### config.mk
export PLATFORM = sky130hd
export DESIGN_NAME = mem_bus_arbiter
export DESIGN_NICKNAME = d
export VERILOG_FILES = /design/src/rtl/mem_bus_arbiter_pkg.sv /design/src/rtl/mem_bus_arbiter_bus_addr_decode.sv /design/src/rtl/mem_bus_arbiter.sv
export SDC_FILE = /design/constraint.sdc
export NUM_CORES = 1
export LEC_CHECK = 0
export ABC_CLOCK_PERIOD_IN_PS = 3800
export BUFFER_PORTS_ARGS = -buffer_cell sky130_fd_sc_hd__buf_2
export CAP_MARGIN = 20
export CORE_AREA = 4 4 145 147
export CTS_BUF_LIST = sky130_fd_sc_hd__clkbuf_8
export DETAILED_ROUTE_END_ITERATION = 6
export DIE_AREA = 0 0 149 151
export MAX_ROUTING_LAYER = met4
export SLEW_MARGIN = 30
export SYNTH_ARGS = -nofsm -noshare
export SYNTH_HDL_FRONTEND = slang
export SYNTH_HIERARCHICAL = 1
export SYNTH_SLANG_ARGS = --single-unit
### constraint.sdc
create_clock -name clk -period 3.8 [get_ports clk]
set_input_delay 0.19 -clock clk [delete_from_list [all_inputs] [get_ports clk]]
set_output_delay 0.19 -clock clk [all_outputs]
set_load 0.02 [all_outputs]
### src/rtl/mem_bus_arbiter_pkg.sv
// Shared constants and types for the data-side bus arbiter: address map,
// FSM states and slave-select codes.
package mem_bus_arbiter_pkg;

    localparam logic [31:0] DM_END_ADDR   = 32'h0000_2fff;
    localparam logic [31:0] TC1_BASE_ADDR = 32'h0000_7f00;
    localparam logic [31:0] TC2_BASE_ADDR = 32'h0000_7f10;
    localparam logic [31:0] TC_COUNT_OFS  = 32'h0000_0008;
    localparam logic [31:0] TC_LAST_OFS   = 32'h0000_000b;

    typedef enum logic [1:0] {
        IDLE,
        ACCESS,
        RESP
    } state_e;

    typedef enum logic [1:0] {
        SEL_NONE,
        SEL_DM,
        SEL_TC1,
        SEL_TC2
    } slave_sel_e;

endpackage

### src/rtl/mem_bus_arbiter_bus_addr_decode.sv
// Combinational address decode: picks the target slave and flags accesses
// that must be rejected (unmapped, misaligned, illegal timer stores).
module bus_addr_decode
    import mem_bus_arbiter_pkg::*;
#(
    parameter logic [31:0] DM_END   = mem_bus_arbiter_pkg::DM_END_ADDR,
    parameter logic [31:0] TC1_BASE = mem_bus_arbiter_pkg::TC1_BASE_ADDR,
    parameter logic [31:0] TC2_BASE = mem_bus_arbiter_pkg::TC2_BASE_ADDR
) (
    input  logic [31:0] addr,
    input  logic        we,
    input  logic [3:0]  byteen,
    output slave_sel_e  sel,
    output logic        err
);

    logic        in_tc1;
    logic        in_tc2;
    logic        lanes_ok;
    logic        timer_sel;
    logic [31:0] tc_ofs;

    assign in_tc1 = (addr >= TC1_BASE) && (addr <= TC1_BASE + TC_LAST_OFS);
    assign in_tc2 = (addr >= TC2_BASE) && (addr <= TC2_BASE + TC_LAST_OFS);

    // Loads carry no width information, so lane/alignment checks apply to stores only.
    always_comb begin
        case (byteen)
            4'b1111: lanes_ok = (addr[1:0] == 2'b00);
            4'b0011: lanes_ok = (addr[1:0] == 2'b00);
            4'b1100: lanes_ok = (addr[1:0] == 2'b10);
            4'b0001: lanes_ok = (addr[1:0] == 2'b00);
            4'b0010: lanes_ok = (addr[1:0] == 2'b01);
            4'b0100: lanes_ok = (addr[1:0] == 2'b10);
            4'b1000: lanes_ok = (addr[1:0] == 2'b11);
            default: lanes_ok = 1'b0;
        endcase
    end

    always_comb begin
        sel = SEL_NONE;
        if (addr <= DM_END) begin
            sel = SEL_DM;
        end else if (in_tc1) begin
            sel = SEL_TC1;
        end else if (in_tc2) begin
            sel = SEL_TC2;
        end
    end

    assign timer_sel = (sel == SEL_TC1) || (sel == SEL_TC2);
    assign tc_ofs    = (sel == SEL_TC1) ? (addr - TC1_BASE) : (addr - TC2_BASE);

    always_comb begin
        err = 1'b0;
        if (sel == SEL_NONE) begin
            err = 1'b1;
        end else if (we) begin
            if (!lanes_ok) begin
                err = 1'b1;
            end else if (timer_sel && ((byteen != 4'b1111) || (tc_ofs >= TC_COUNT_OFS))) begin
                err = 1'b1;
            end
        end
    end

endmodule

### src/rtl/mem_bus_arbiter.sv
// Two-master round-robin arbiter for the DM/timer data bus: one outstanding
// transaction, 3-cycle IDLE->ACCESS->RESP handshake, decode errors reported via err.
module mem_bus_arbiter
    import mem_bus_arbiter_pkg::*;
#(
    parameter logic [31:0] DM_END   = mem_bus_arbiter_pkg::DM_END_ADDR,
    parameter logic [31:0] TC1_BASE = mem_bus_arbiter_pkg::TC1_BASE_ADDR,
    parameter logic [31:0] TC2_BASE = mem_bus_arbiter_pkg::TC2_BASE_ADDR
) (
    input  logic        clk,
    input  logic        reset,
    input  logic        m0_req,
    input  logic        m0_we,
    input  logic [31:0] m0_addr,
    input  logic [3:0]  m0_byteen,
    input  logic [31:0] m0_wdata,
    output logic        m0_ack,
    output logic        m0_err,
    output logic [31:0] m0_rdata,
    input  logic        m1_req,
    input  logic        m1_we,
    input  logic [31:0] m1_addr,
    input  logic [3:0]  m1_byteen,
    input  logic [31:0] m1_wdata,
    output logic        m1_ack,
    output logic        m1_err,
    output logic [31:0] m1_rdata,
    output logic [31:0] bus_addr,
    output logic [31:0] bus_wdata,
    output logic [3:0]  dm_byteen,
    output logic        tc1_we,
    output logic        tc2_we,
    input  logic [31:0] dm_rdata,
    input  logic [31:0] tc1_rdata,
    input  logic [31:0] tc2_rdata
);

    state_e      state;
    slave_sel_e  sel_q;
    slave_sel_e  dec_sel;
    logic        dec_err;
    logic        last_grant;
    logic        grant;
    logic        lat_we;
    logic        lat_err;
    logic        any_req;
    logic        pick;
    logic        req_we;
    logic [31:0] req_addr;
    logic [3:0]  req_byteen;
    logic [31:0] req_wdata;
    logic [31:0] slave_rdata;
    logic        rd_ok;

    assign any_req = m0_req || m1_req;
    // Port 1 wins when alone, or when both request and port 0 was served last.
    assign pick       = m1_req && (!m0_req || (last_grant == 1'b0));
    assign req_we     = pick ? m1_we     : m0_we;
    assign req_addr   = pick ? m1_addr   : m0_addr;
    assign req_byteen = pick ? m1_byteen : m0_byteen;
    assign req_wdata  = pick ? m1_wdata  : m0_wdata;

    bus_addr_decode #(
        .DM_END   (DM_END),
        .TC1_BASE (TC1_BASE),
        .TC2_BASE (TC2_BASE)
    ) u_decode (
        .addr   (req_addr),
        .we     (req_we),
        .byteen (req_byteen),
        .sel    (dec_sel),
        .err    (dec_err)
    );

    always_ff @(posedge clk or negedge reset) begin
        if (!reset) begin
            state      <= IDLE;
            last_grant <= 1'b1;
            grant      <= 1'b0;
            lat_we     <= 1'b0;
            lat_err    <= 1'b0;
            sel_q      <= SEL_NONE;
            bus_addr   <= '0;
            bus_wdata  <= '0;
            dm_byteen  <= '0;
            tc1_we     <= 1'b0;
            tc2_we     <= 1'b0;
            m0_ack     <= 1'b0;
            m1_ack     <= 1'b0;
            m0_err     <= 1'b0;
            m1_err     <= 1'b0;
        end else begin
            dm_byteen <= '0;
            tc1_we    <= 1'b0;
            tc2_we    <= 1'b0;
            m0_ack    <= 1'b0;
            m1_ack    <= 1'b0;
            m0_err    <= 1'b0;
            m1_err    <= 1'b0;
            case (state)
                IDLE: begin
                    if (any_req) begin
                        grant     <= pick;
                        lat_we    <= req_we;
                        lat_err   <= dec_err;
                        sel_q     <= dec_sel;
                        bus_addr  <= req_addr;
                        bus_wdata <= req_wdata;
                        // Strobes are launched here so they are live for the ACCESS cycle only.
                        if (req_we && !dec_err) begin
                            case (dec_sel)
                                SEL_DM:  dm_byteen <= req_byteen;
                                SEL_TC1: tc1_we    <= 1'b1;
                                SEL_TC2: tc2_we    <= 1'b1;
                                default: ;
                            endcase
                        end
                        state <= ACCESS;
                    end
                end
                ACCESS: begin
                    m0_ack <= !grant;
                    m1_ack <= grant;
                    m0_err <= !grant && lat_err;
                    m1_err <= grant && lat_err;
                    state  <= RESP;
                end
                RESP: begin
                    last_grant <= grant;
                    state      <= IDLE;
                end
                default: state <= IDLE;
            endcase
        end
    end

    always_comb begin
        slave_rdata = '0;
        case (sel_q)
            SEL_DM:  slave_rdata = dm_rdata;
            SEL_TC1: slave_rdata = tc1_rdata;
            SEL_TC2: slave_rdata = tc2_rdata;
            default: slave_rdata = '0;
        endcase
    end

    assign rd_ok    = (state == RESP) && !lat_we && !lat_err;
    assign m0_rdata = (rd_ok && !grant) ? slave_rdata : '0;
    assign m1_rdata = (rd_ok && grant)  ? slave_rdata : '0;

endmodule

=== Word-level counts from Yosys, hierarchy flattened ===
Cells that the tools add are included.

* Input bits: 238
* Output and inout bits: 138
* Word-level logic and storage cells: 104
* Register bits: 82

* $add $sub $neg: 2
* Equality and inequality tests: 20
* Bitwise logic cells: 1
* Muxes and demuxes: 34
* Reductions and logical operators: 26
* Magnitude comparators: 6

{| class="wikitable"
|+ Operators by type and width
! kind !! number
|-
| 32-bit two-way mux || 5
|-
| 32-bit one-hot mux with 3 select lines || 1
|-
| 32-bit by 15-bit >= comparator with 1-bit output (second input constant) || 2
|-
| 32-bit by 15-bit less-or-equal comparator with 1-bit output (second input constant) || 2
|-
| 32-bit by 15-bit subtractor with 32-bit output (second input constant) || 2
|-
| 32-bit by 4-bit >= comparator with 1-bit output (second input constant) || 1
|-
| 32-bit by 14-bit less-or-equal comparator with 1-bit output (second input constant) || 1
|-
| 4-bit two-way mux || 5
|-
| 1-bit two-way mux || 17
|-
| 2-bit == test (second input constant) || 7
|-
| 4-bit == test (second input constant) || 3
|-
| 1-bit logical AND || 11
|-
| 2-bit by 1-bit == test with 1-bit output (second input constant) || 4
|-
| 4-bit by 2-bit == test with 1-bit output (second input constant) || 2
|-
| 2-bit two-way mux || 4
|-
| 2-bit logical NOT || 3
|-
| 1-bit logical NOT || 5
|-
| 4-bit by 1-bit == test with 1-bit output (second input constant) || 1
|-
| 4-bit by 3-bit == test with 1-bit output (second input constant) || 1
|-
| 1-bit logical OR || 4
|-
| 4-bit inequality test (second input constant) || 1
|-
| 1-bit one-hot mux with 4 select lines || 1
|-
| 2-bit one-hot mux with 2 select lines || 1
|-
| 3-bit OR reduction || 1
|-
| other kinds (4) || 4
|}

=== Longest topological paths before layout ===
Gate-level depths: netlist of the first run.

* Word-level depth: 23
* Gate-level depth with buffers: 17
* Gate-level depth less buffers: 15

=== Cells and area by module ===
The synthesis of the first run kept the hierarchy.

{| class="wikitable"
|+ Modules (own cells, without submodules)
! module !! instances !! seq. area each (um^2) !! cells an instance !! area each (um^2)
|-
| mem_bus_arbiter || 1 || 2053.2 || 408 || 4917.2
|-
| bus_addr_decode || 1 || 0.0 || 131 || 873.3
|}

=== Worst setup path after synthesis of the first run ===
OpenSTA, ideal clock, no wires.

* Path kind: register -> register
* Start point: register last_grant
* End point: register dm_byteen[2]
* Arrival: 3548 ps
* Path slack: 164 ps
* Stages on the path, launching flop included: 18
* Data required time: 3712 ps
* Library setup time: 88 ps
* Path buffers: 2
* Cell sequence: dfstp_2 a21boi_4 buf_4 mux2_2 inv_1 ha_1 or3b_1 buf_6 nor3b_4 o21ai_2 o2111ai_1 a2111oi_2 o2111ai_1 nor4_1 o21ai_1 nor3b_1 nand3_1 nor3b_1

* Longest elaborated chain between the ends: 23
* Elaborated cells on any way between the ends: 52
* Those cells by class: add/sub (2); order compare (6); eq/ne (14); mux (16); bitwise (1); reduce/logical (13)

{| class="wikitable"
|+ RTL lines
! item !! RTL line !! source
|-
| start, declared || mem_bus_arbiter.sv:42 || <nowiki>logic last_grant;</nowiki>
|-
| start signal, assigned || mem_bus_arbiter.sv:129 || <nowiki>last_grant <= grant;</nowiki>
|-
| 1-bit NOT (*) || mem_bus_arbiter.sv:57 || <nowiki>assign pick = m1_req && (!m0_req || (last_grant == 1'b0));</nowiki>
|-
| 1-bit logical OR (*) || mem_bus_arbiter.sv:57 ||
|-
| 1-bit logical AND (*) || mem_bus_arbiter.sv:57 ||
|-
| 32-bit two-way mux (*) || mem_bus_arbiter.sv:59 || <nowiki>assign req_addr = pick ? m1_addr : m0_addr;</nowiki>
|-
| via req_addr[4] || mem_bus_arbiter.sv:49 || <nowiki>logic [31:0] req_addr;</nowiki>
|-
| 32-bit by 15-bit >= comparator with 1-bit output / 32-bit by 15-bit less-or-equal comparator with 1-bit output (equally long branches) || mem_bus_arbiter_bus_addr_decode.sv:24 || <nowiki>assign in_tc2 = (addr >= TC2_BASE) && (addr <= TC2_BASE + TC_LAST_OFS);</nowiki>
|-
| 1-bit logical AND || mem_bus_arbiter_bus_addr_decode.sv:24 ||
|-
| 2-bit two-way mux || mem_bus_arbiter_bus_addr_decode.sv:46 || <nowiki>end else if (in_tc2) begin</nowiki>
|-
| [9 not listed] || -- ||
|-
| 1-bit two-way mux || mem_bus_arbiter_bus_addr_decode.sv:58 || <nowiki>end else if (we) begin</nowiki>
|-
| 1-bit two-way mux (*) || mem_bus_arbiter_bus_addr_decode.sv:56 || <nowiki>if (sel == SEL_NONE) begin</nowiki>
|-
| via dec_err || mem_bus_arbiter.sv:41 || <nowiki>logic dec_err;</nowiki>
|-
| 1-bit logical NOT (*) || mem_bus_arbiter.sv:110 || <nowiki>if (req_we && !dec_err) begin</nowiki>
|-
| 1-bit logical AND (*) || mem_bus_arbiter.sv:110 ||
|-
| 4-bit two-way mux (*) || mem_bus_arbiter.sv:110 ||
|-
| 4-bit two-way mux (*) || mem_bus_arbiter.sv:102 || <nowiki>if (any_req) begin</nowiki>
|-
| 4-bit two-way mux (*) || mem_bus_arbiter.sv:100 || <nowiki>case (state)</nowiki>
|-
| end signal, assigned || mem_bus_arbiter.sv:112 || <nowiki>SEL_DM: dm_byteen <= req_byteen;</nowiki>
|-
| end, declared || mem_bus_arbiter.sv:30 || <nowiki>output logic [3:0] dm_byteen,</nowiki>
|}

Mark *: on every way through the listed nets, which the timed path passes. The rest lies on a longest branch.
A chain may end at the register's enable or synchronous reset.

=== Final worst setup path of the first run ===
* Start point: register last_grant
* End point: register dm_byteen[0]

Same word-level chain as after synthesis.

==> results summary, run 1 <==
Setup violations remaining at the end of the flow were counted as 0. The number of global-route vias before repair came to 5581. The global-route usage over all layers came out at 19.3%.

The worst setup slack for register-to-register paths came out at 210 ps. After detailed placement, the design holds a cell count of 1181. Clock tree synthesis found a total of 82 sinks. The register area share after synthesis came out at 35.5%. Cell internal power was estimated by the tool at 2.98 mW. Once layout is complete, the cells apart from fillers number 1214. The worst setup path is captured at a flop. Wires add up to 23200 microns. In this run the deepest clock path goes through 2 buffers. In this run the critical register-to-register path is launched from last_grant. The area growth from synthesis to layout came out at 49.9%.

Measured against its own limit, the worst slew margin works out to 38.3%. The worst hold slack after final layout is 179 ps. The total of max-cap violations came out at 0. The latest clock arrival within the worst-skew pair is 370 ps. The first global-routing pass estimated 32500 microns of wire. The startpoint identified for the worst hold timing path is m1_wdata[10]. The post-layout minimum cycle time came out at 3590 ps. The count of cells along the worst register-to-register path is 17. The number of fill cells in the layout is 1995. Counting the buffers created by CTS gives 9. The run finished with clean final reports.

For this design the total switching power over the nets is 1.86 mW. The wire length per cell is 19.1 microns. The area of the mapped netlist is 5790 sq um.

The share of total power dissipated in sequential elements is 30.9%. The most frequently used flop master after synthesis is sky130_fd_sc_hd__dfrtp_1. For hold timing, the worst endpoint is bus_wdata[10]. The sum of net half-perimeters after detailed placement came out at 18400 microns. Static timing analysis puts the maximum clock frequency at 0.279 GHz. The logic gate share of total power is 51.6%. The type of the setup path with the least slack is reg2reg. The number of pins exceeding their max-slew limit in the final report is 0. The detailed-route vias per instance came out at 4.80. Setup repair after global routing could not meet its margin everywhere. The largest net degree at the start of global routing is 52. The count of buffers inserted at the top-level ports came out at 375.

The horizontal extent of the die is 149 microns. After synthesis, the mean cell area works out to 10.7 sq um. The arrival time reported for the critical path endpoint came out at 3870 ps. The library cells used most frequently in the layout, excluding fill and tap cells, are sky130_fd_sc_hd__buf_2, sky130_fd_sc_hd__mux2_2, sky130_fd_sc_hd__dfrtp_1.

The floorplan has 52 rows. For this block, the via count after detailed routing is 5828. Clock tree synthesis selected as its root buffer the cell sky130_fd_sc_hd__clkbuf_8. In this run, distinct cell masters in the synthesized netlist total 65. The number of remaining DRC errors is 0. The first-pass iteration count of the detailed router is 4. The synthesized design contains 82 register bits.

Routability-driven placement finished with a final weighted congestion of 0.915. The post-synth net total came out at 781. The die covers 22500 sq um. The proportion of power drawn by the clock network is 17.5%. The number of routed nets with antenna violations is 0. The worst ir drop on vdd is 0.348 mV.

STA classifies the critical path startpoint as a flop. Net switching is 38.4% of the power. Of all flip-flops after synthesis, the portion carrying an async set or reset was 100%.

After the last flow step, the layout net total stands at 1179. From bottom edge to top edge, the die measures 151 microns. The static power due to leakage came out at 4.11 nW.

The post-synthesis cell count came out at 539. In this run the power density over the cells is 557 nW/um^2. The level count of the clock H-tree came out at 3.

The number of cells on the worst hold path came out at 3. The initial cell density of the core came out at 29.1%. The area inside the core boundary came out at 19900 sq um. The share of final-layout standard cells stronger than drive strength 1 came out at 68.7%.

In this run the critical register-to-register path is captured at dm_byteen[0]. The worst-case clock skew came out at 10.5 ps. 376 I/O pins were placed.

The DRC violation total after the first TritonRoute iteration is 219. The global-route congestion overflow total is 0. Along the worst path, the maximum fanout reaches 4. TritonCTS built the clock tree. The CTS clock-pin slew for the worst setup and hold paths is 90 ps. The min-delay analysis places its worst path in the category in2reg. At the pin with the least slew margin, the transition time is 925 ps. The most frequent standard cell in the layout excluding fill and tap cells is sky130_fd_sc_hd__buf_2. The number of flops mapped to enable cells by yosys came out at 0.

The total count of hold-check failures in the final report is 0. The number of antenna violations at the first check in global routing is 5. At the worst endpoint, the required time is 4080 ps. After layout, the worst path uses 94.5% of the clock period.

The total of warnings raised by yosys is 6.
worst max path at each step:
stage          slack (ps)           end       start
2_1_floorplan         160  dm_byteen[2]  last_grant
6_report              210  dm_byteen[0]  last_grant
4_1_cts                70  dm_byteen[3]  last_grant
3_3_place_gp           80  dm_byteen[2]  last_grant
3_5_place_dp           -3  dm_byteen[2]  last_grant
5_1_grt               -50  dm_byteen[0]  last_grant
metrics by stage:
stage / util, % / worst slack, ps / setup TNS, ps / area, sq um / total power [mW]
2_1_floorplan: - / 164 / 0 / 5790 / 3.13
5_1_grt: 43.6 / -51.6 / -177 / 8680 / 5.13
3_3_place_gp: 40.6 / 77.8 / 0 / 8070 / 3.91
6_report: 43.6 / 210 / 0 / 8680 / 4.84
4_1_cts: 42.1 / 72.0 / 0 / 8380 / 4.81
3_5_place_dp: 40.6 / -3.00 / -3.00 / 8080 / 3.93
power groups by stage:
stage	Sequential (mW)	Clock (mW)	Combinational [mW]
finish	1.49	0.849	2.49
global route	1.55	0.914	2.66
CTS	1.50	0.874	2.44
detailed placement	1.51	0	2.42
global placement	1.51	0	2.40
floorplan	1.95	0	1.18
metal layers:
layer	track usage [%]	part of all wire (%)	wire [microns]
met1	21.8	39	9000
met2	34.9	53	12200
met3	4.58	7.3	1700
met4	3.75	1.1	257
met5	-	0	0
state kept, by name, summed over array words and instances, names as in the netlist, 2 cells and up:
register	cells
sel_q	2
bus_wdata	32
bus_addr	32
state	2
dm_byteen	4
logic make-up (layout without fill, tap and decap cells):
| logic type | Yosys count | after routing | share of synthesized area, % |
|---|---|---|---|
| other | 0 | 2 | 0 |
| AO/OA/AOI/OAI | 78 | 78 | 9.85 |
| flip-flops | 82 | 82 | 35.5 |
| AND/OR/NAND/NOR | 162 | 162 | 14.8 |
| multiplexers | 170 | 170 | 34.9 |
| XOR/XNOR | 1 | 1 | 0.151 |
| buffers and inverters | 41 | 444 | 3.76 |
| adder cells (fa/ha/maj) | 5 | 5 | 1.04 |
synth_stat cells (3+ instances only):
cell	number	area, sq um
sky130_fd_sc_hd__nand3_1	12	60.1
sky130_fd_sc_hd__dfrtp_1	81	2030
sky130_fd_sc_hd__buf_6	5	56.3
sky130_fd_sc_hd__nor3b_1	6	45.0
sky130_fd_sc_hd__nor3_1	7	35.0
sky130_fd_sc_hd__o21ai_0	9	45.0
sky130_fd_sc_hd__nor2_1	75	282
sky130_fd_sc_hd__nand4_1	3	18.8
sky130_fd_sc_hd__nor2b_1	5	31.3
sky130_fd_sc_hd__nor4_2	3	37.5
sky130_fd_sc_hd__mux2_4	28	420
sky130_fd_sc_hd__nand2_1	19	71.3
sky130_fd_sc_hd__o21ai_1	3	15.0
sky130_fd_sc_hd__inv_1	7	26.3
sky130_fd_sc_hd__a22oi_1	32	240
sky130_fd_sc_hd__nor4_1	5	31.3
sky130_fd_sc_hd__clkbuf_1	11	41.3
sky130_fd_sc_hd__mux2_2	140	1580
sky130_fd_sc_hd__a211oi_1	3	22.5
sky130_fd_sc_hd__a21oi_1	9	45.0
sky130_fd_sc_hd__and2_1	3	18.8
sky130_fd_sc_hd__buf_2	15	75.1
sky130_fd_sc_hd__ha_1	4	50.1
layout make-up:
cell class / instances / area, sq um / area share (%)
clock buffers: 9 / 124 / 1.43
multi-input cells: 416 / 3680 / 42.4
flip-flops and latches: 82 / 2050 / 23.7
repair buffers: 420 / 2300 / 26.5
diodes: 2 / 5.00 / 0.0577
well taps: 270 / 338 / 3.89
inverters: 8 / 36.3 / 0.418
clock inverters: 7 / 141 / 1.63
critical path, stage by stage (launching register included):
cell and delay, ps:
sky130_fd_sc_hd__dfstp_2 560, sky130_fd_sc_hd__a21boi_4 60, sky130_fd_sc_hd__buf_6 140, sky130_fd_sc_hd__mux2_4 220, sky130_fd_sc_hd__inv_4 50, sky130_fd_sc_hd__buf_4 130
sky130_fd_sc_hd__ha_1 200, sky130_fd_sc_hd__a311o_1 380, sky130_fd_sc_hd__nor3_2 180, sky130_fd_sc_hd__and4_4 270, sky130_fd_sc_hd__o211ai_1 110, sky130_fd_sc_hd__mux2i_1 160
sky130_fd_sc_hd__o21ai_0 110, sky130_fd_sc_hd__nor4_2 260, sky130_fd_sc_hd__o21ai_1 130, sky130_fd_sc_hd__nor3b_2 180, sky130_fd_sc_hd__nand3_2 160, sky130_fd_sc_hd__nor3b_1 210
repair_timing:
action / CTS / global route
setup endpoints to repair: 3 / 7
resized for setup: 0 / 39
pin swaps: 1 / 4
hold endpoints to repair: 49 / 0
hold buffers: 1 / 0
gates cloned: 0 / 2
buffers inserted: 2 / 11
Power figures use the tool's default switching activity.
==> inputs of run 2 (changes only) <==
==> constraint.sdc (replaced) <==
create_clock -name clk -period 3.8 [get_ports clk]
set_input_delay 0.19 -clock clk [delete_from_list [all_inputs] [get_ports clk]]
set_output_delay 0.19 -clock clk [all_outputs]
set_load 0.05 [all_outputs]
==> run 2 against run 1 <==
Register-to-register slack got worse by 50 ps. Global-route usage grew 0.093 points. Power grew 15%. Clock power fell by 17%. Non-clock buffer count down 5. Setup slack lost 51 ps. Critical path type unchanged. Largest cell class unchanged.
==> results summary, run 2 (same netlist as run 1, synthesis figures left out) <==
The signal on the critical path passes through a21boi_4 -> buf_12 -> buf_16 -> mux2_4 -> or3b_4 -> buf_4 -> nand2_1 -> o2111ai_2 -> a2111oi_4 -> o2111ai_2 -> nor4_2 -> o21ai_1 -> nor3b_2 -> nand3_2 -> nor3b_2. Detailed placement ended at an HPWL of 18500 microns. The total chip power is 5.56 mW. Global routing used 21.6% of the available met1 tracks. The type of the worst min-delay path is in2reg. Global routing consumed, over all layers together, 19.4% of the routing resources. Setup repair after global routing could not meet its margin everywhere. The number of routed nets with antenna violations came out at 0. The floorplan step set the die height to 151 microns. The area growth from synthesis to layout came out at 49.1%.

In this run the most critical hold path is launched from m1_wdata[10]. The die area came out at 22500 sq um. The level count of the clock H-tree came out at 3.

After detailed routing, the total wire length is 23100 microns. Prior to clock tree synthesis, the placed netlist has a worst setup slack of -18.6 ps. The reg-to-reg critical path endpoint is dm_byteen[1].

The clock sink count is 82. VDD sags by at most 0.440 mV. In the routed design, unresolved DRC markers number 0. The number of pins exceeding their max-slew limit in the final report is 0.

The initialized floorplan defines 52 standard-cell rows. The number of nets in the layout came out at 1174. At the worst endpoint, the required time is 4080 ps. The last element of the critical path is dm_byteen[1]. The longest individual stage delay on the worst path is 560 ps.

The startpoint of the worst register-to-register path is last_grant. The worst setup path is of the reg2reg kind. The clock network burns 12.7% of the power. The fraction of the cycle the final worst path needs came out at 95.8%. The share of final-layout standard cells stronger than drive strength 1 is 68.7%. The internal power consumption is 2.84 mW. The largest registers in the layout are bus_addr x32, bus_wdata x32, dm_byteen x4. The setup check on the worst reg-to-reg path leaves a slack of 160 ps. The global routing stage identified its most utilized layer as met2. The detailed-route vias per instance came out at 4.83. The final weighted congestion in routability-driven placement is 0.903. CTS placed an instance of sky130_fd_sc_hd__clkbuf_8 at the clock tree root. The most frequent standard cell in the layout excluding fill and tap cells is sky130_fd_sc_hd__buf_2. TritonCTS built the clock tree. The number of cells on the worst hold path came out at 3. The share of power burned in registers came out at 27.0%. The launch point of the worst path is last_grant. The transition at the pin with the smallest max-transition slack is 688 ps.

Subtracting the final worst setup slack from the clock period gives 3640 ps. After floorplanning, the core was sized to cover 19900 sq um. The met2 track demand over resource in global routing came out at 35.1%. The number of antenna violations at the first check in global routing is 6.

The number of buffers created by CTS is 9. The first-pass iteration count of the detailed router is 5. The worst setup path is captured at a flop.

The static power due to leakage came out at 4.08 nW. The met3 layer usage reported by global route is 5.48%. The highest achievable clock rate came out at 0.275 GHz. The CTS clock-pin slew for the worst setup and hold paths is 80 ps.

The number of global-route vias before repair is 5684. Max-cap violations in this run came to 0. The total count of hold-check failures in the final report is 0. Dividing total power by cell area gives a power density of 644 nW/um^2. The count of cells along the worst register-to-register path came out at 15. The arrival time reported for the critical path endpoint came out at 3920 ps.

The floorplan step set the die width to 149 microns. Across all layers, the routed design uses 5837 vias. The first global-routing pass estimated 32400 microns of wire. Setup violations remaining at the end of the flow were counted as 0. The worst-case clock skew is 12.4 ps. The DRC violation total after the first TritonRoute iteration is 219. After detailed routing, the average wire length per cell comes to 19.1 microns. For this configuration, the core starts out at a cell density of 29.1%. Broken down by cell family, the worst path's largest delay share belongs to simple AND/OR/NAND/NOR gates. The largest fanout on the critical path is 12. The logic gate share of total power is 60.3%. The cell with the biggest individual delay on the critical path is sky130_fd_sc_hd__dfstp_2.

Entering global routing, the biggest net connects 51 pins. In the layout the commonest cells are sky130_fd_sc_hd__buf_2, sky130_fd_sc_hd__mux2_2, sky130_fd_sc_hd__dfrtp_1. The number of buffers on the longest clock path came out at 2.

Summed over all nets, the switching power comes to 2.72 mW. The count of buffers inserted at the top-level ports came out at 375. The global-route congestion overflow total is 0. In this run switching power makes up 49.0% of total power. The number of I/O pins is 376. The headroom to the max-slew limit came out at 54.1%. The post-layout worst setup margin is 159 ps. The run finished with clean final reports. STA classifies the critical path startpoint as a flop.

The critical path crosses 15 cells after its start point. The count of buffering cells on the critical path with inverters included came out at 3. The latest clock arrival within the worst-skew pair is 370 ps.
## run 2: what timing repair did
item                       in CTS  in global routing
hold buffers                    1                  0
resized for setup               0                 43
gates cloned                    0                  2
buffers inserted                1                  5
setup endpoints to repair       4                  7
pin swaps                       1                 12
hold endpoints to repair       48                  0
## run 2: how the worst min path moves through the flow
stage	end	slack (ps)
after floorplan	bus_addr[0]	-110
after global placement	bus_addr[31]	260
after detailed placement	bus_addr[31]	260
after CTS	bus_wdata[10]	150
after global routing	bus_wdata[31]	170
final	bus_wdata[10]	180
## run 2: metrics by stage
| step | util, % | instances | area, sq um | TNS [ps] | hold WS, ps |
|---|---|---|---|---|---|
| detailed placement | 40.6 | 1182 | 8090 | -62.9 | 260 |
| CTS | 41.8 | 1199 | 8330 | 0 | 154 |
| finish | 43.4 | 1209 | 8630 | 0 | 180 |
| global placement | 40.6 | 1182 | 8080 | 0 | 262 |
| global route | 43.4 | 1209 | 8630 | -148 | 169 |
| floorplan | - | 539 | 5790 | 0 | -106 |
## run 2: power by group through the flow
stage	logic [mW]	registers (mW)	clock network [mW]
2_1_floorplan	1.18	2.78	0
3_3_place_gp	3.26	1.51	0
3_5_place_dp	3.28	1.52	0
4_1_cts	3.29	1.51	0.732
5_1_grt	3.52	1.55	0.766
6_report	3.35	1.50	0.705
## run 2: area by class of cell
| class | instances | area [sq um] |
|---|---|---|
| Multi-Input combinational cell | 416 | 3710 |
| Sequential cell | 82 | 2050 |
| Antenna cell | 3 | 7.51 |
| Fill cell | 1976 | 11300 |
| Inverter | 8 | 36.3 |
| Tap cell | 270 | 338 |
| Clock inverter | 6 | 90.1 |
| Timing Repair Buffer | 415 | 2270 |
| Clock buffer | 9 | 124 |
## run 2: worst reg2reg max path, stage by stage (launching register included)
cell	delay [ps]
sky130_fd_sc_hd__dfstp_2	560
sky130_fd_sc_hd__a21boi_4	60
sky130_fd_sc_hd__buf_12	150
sky130_fd_sc_hd__buf_16	150
sky130_fd_sc_hd__mux2_4	360
sky130_fd_sc_hd__or3b_4	420
sky130_fd_sc_hd__buf_4	160
sky130_fd_sc_hd__nand2_1	120
sky130_fd_sc_hd__o2111ai_2	170
sky130_fd_sc_hd__a2111oi_4	250
sky130_fd_sc_hd__o2111ai_2	170
sky130_fd_sc_hd__nor4_2	260
sky130_fd_sc_hd__o21ai_1	140
sky130_fd_sc_hd__nor3b_2	190
sky130_fd_sc_hd__nand3_2	180
sky130_fd_sc_hd__nor3b_2	230
## run 2: per-layer routing
layer	vias up	share of wire (%)
met5	-	0
met4	0	1.0
met3	21	7.9
met2	241	53
met1	2792	38
li1	2783	-
==> inputs of run 3 (changes only) <==
CTS_BUF_LIST = sky130_fd_sc_hd__clkbuf_4   (was sky130_fd_sc_hd__clkbuf_8)
==> run 3 against run 2 <==
Sequential share of layout area up 0.44 points. Sequential cell count unchanged. Power down 2.9%. Via count down 1.1%. Largest cell class unchanged. First-iteration DRC count down 0.91%. Non-clock buffer count down 4.
==> results summary, run 3 (same netlist as run 1, synthesis figures left out) <==
The flow ran to the end, and the final reports show no timing, DRC or antenna violations. The first-pass iteration count of the detailed router came out at 4. The area inside the core boundary is 19900 sq um. The worst-case clock skew is 18.0 ps. The global-route congestion overflow total came out at 0. The CTS clock-pin slew for the worst setup and hold paths is 130 ps. For this run, the share of the core covered by cells in the final layout is 42.6%. The latest clock arrival within the worst-skew pair is 440 ps. In this run the static leakage power is 4.01 nW. In the routed design, unresolved DRC markers number 0. Once layout is complete, the cells apart from fillers number 1205. The largest fanout on the critical path is 22.

TritonCTS built the clock tree. The count of buffers inserted at the top-level ports came out at 375. The most frequent standard cell in the layout excluding fill and tap cells is sky130_fd_sc_hd__buf_2. STA classifies the critical path endpoint as a flop. The sum of net half-perimeters after detailed placement is 18500 microns.

The global-route usage over all layers came out at 19.3%. Timing analysis after detailed placement gives a worst setup slack of -18.6 ps. The type of the setup path with the least slack is reg2reg. The DRC violation total after the first TritonRoute iteration came out at 217.

The first global-routing pass estimated 32300 microns of wire. The horizontal extent of the die came out at 149 microns. The floorplan row count is 52.

The largest registers in the layout are bus_addr x32, bus_wdata x32, dm_byteen x4. Setup repair after global routing could not meet its margin everywhere. Data on the critical path is required at its endpoint by 4170 ps.

The number of buffers created by CTS came out at 9. The largest net degree at the start of global routing is 51. Static timing analysis puts the maximum clock frequency at 0.273 GHz. The initial cell density of the core is 29.1%. The type of the worst min-delay path is in2reg. The transition at the pin with the smallest max-transition slack is 688 ps.

The count of endpoints failing setup in the final report came out at 0. The number of cells in the design after placement is 1182. The longest clock path from root to sink contains 2 buffers. For the worst setup path, the data arrival time is 4030 ps.

The worst ir drop on vdd is 0.439 mV. The fraction of the cycle the final worst path needs came out at 96.3%. The library cells used most frequently in the layout, excluding fill and tap cells, are sky130_fd_sc_hd__buf_2, sky130_fd_sc_hd__mux2_2, sky130_fd_sc_hd__dfrtp_1.

The area growth from synthesis to layout came out at 46.4%. The die is 151 microns tall. The power density relative to cell area came out at 636 nW/um^2. The number of antenna violations at the first check in global routing is 6. The worst setup path is launched from a flop. In this run the remaining antenna-violating nets after routing total 0.

The total of max-cap violations came out at 0. In the final layout, the share of cells above drive strength 1 is 68.0%. At the end of routability-driven placement, the weighted congestion stood at 0.903. The tree is rooted in a sky130_fd_sc_hd__clkbuf_4. For this run, the post-layout net count is 1170.

The total count of hold-check failures in the final report came out at 0. Dividing the detail-routed via count by the number of cells gives 4.79. The routed design has 22900 microns of wire. After detailed routing, the average wire length per cell comes to 19.0 microns.

The total number of vias is 5774. The level count of the clock H-tree is 3. The number of global-route vias before repair is 5694. The clock sink count came out at 82.

The smallest clock period supported by the final layout is computed as 3660 ps. The post-layout worst setup margin is 140 ps. During I/O placement, the number of pins put on the boundary was 376.

The floorplan step defined a die boundary enclosing 22500 sq um. The number of pins exceeding their max-slew limit in the final report is 0. The setup total negative slack came out at 0 ps. The headroom to the max-slew limit is 54.2%.
run 3: worst paths after layout:
path / start / endpoint / slack (ps) / depth (start not counted)
setup reg to reg: last_grant / dm_byteen[1] / 140 / 14
setup / recovery: last_grant / dm_byteen[1] / 140 / 14
max in group asynchronous: reset / bus_wdata[4] / 2570 / 3
hold / removal: m1_wdata[10] / bus_wdata[10] / 100 / 3
hold reg to reg: bus_wdata[29] / bus_wdata[29] / 520 / 1
min in group asynchronous: reset / bus_addr[31] / 280 / 2
run 3: critical path: stages, from the launching register on:
cell	delay, ps
sky130_fd_sc_hd__dfstp_2	400
sky130_fd_sc_hd__a21boi_4	150
sky130_fd_sc_hd__buf_12	170
sky130_fd_sc_hd__buf_12	180
sky130_fd_sc_hd__mux2_2	400
sky130_fd_sc_hd__nor3_4	240
sky130_fd_sc_hd__nand4_1	120
sky130_fd_sc_hd__maj3_1	410
sky130_fd_sc_hd__a2111oi_4	340
sky130_fd_sc_hd__o2111ai_1	170
sky130_fd_sc_hd__nor4_1	280
sky130_fd_sc_hd__o21ai_1	150
sky130_fd_sc_hd__nor3b_2	190
sky130_fd_sc_hd__nand3_2	180
sky130_fd_sc_hd__nor3b_2	220
run 3: cell type report:
type | instances | area, sq um
timing repair buffer | 411 | 2210
fill | 1996 | 11400
clock buffer | 9 | 67.6
multi-input combinational | 416 | 3680
clock inverter | 6 | 90.1
inverter | 8 | 31.3
antenna | 3 | 7.51
sequential | 82 | 2050
tap | 270 | 338
run 3: metal layers:
metal / routed length [microns] / part of all wire [%] / vias to the layer above / track usage, %
li1: - / - / 2778 / -
met5: 0 / 0 / - / -
met4: 184 / 0.80 / 0 / 3.75
met1: 8790 / 38 / 2746 / 21.6
met2: 12100 / 53 / 232 / 35.0
met3: 1800 / 7.9 / 18 / 4.94
run 3: per-stage QoR:
stage / power [mW] / hold WS, ps / area [sq um]
final: 5.40 / 99.7 / 8480
after global routing: 5.68 / 56.9 / 8480
after CTS: 5.41 / 41.3 / 8270
after detailed placement: 4.79 / 260 / 8090
after global placement: 4.76 / 262 / 8080
after floorplan: 3.97 / -106 / 5790
run 3: what timing repair did:
item,4_1_cts,5_1_grt
endpoints found under the setup margin,4,7
cloned,0,1
buffers inserted,1,2
pin swaps,1,7
endpoints found under the hold margin,48,0
resized for setup,0,32
hold buffers,1,0
run 3: where the power goes:
part,switching (mW),internal (mW)
clock,0.319,0.265
combinational,2.14,1.17
sequential,0.224,1.27
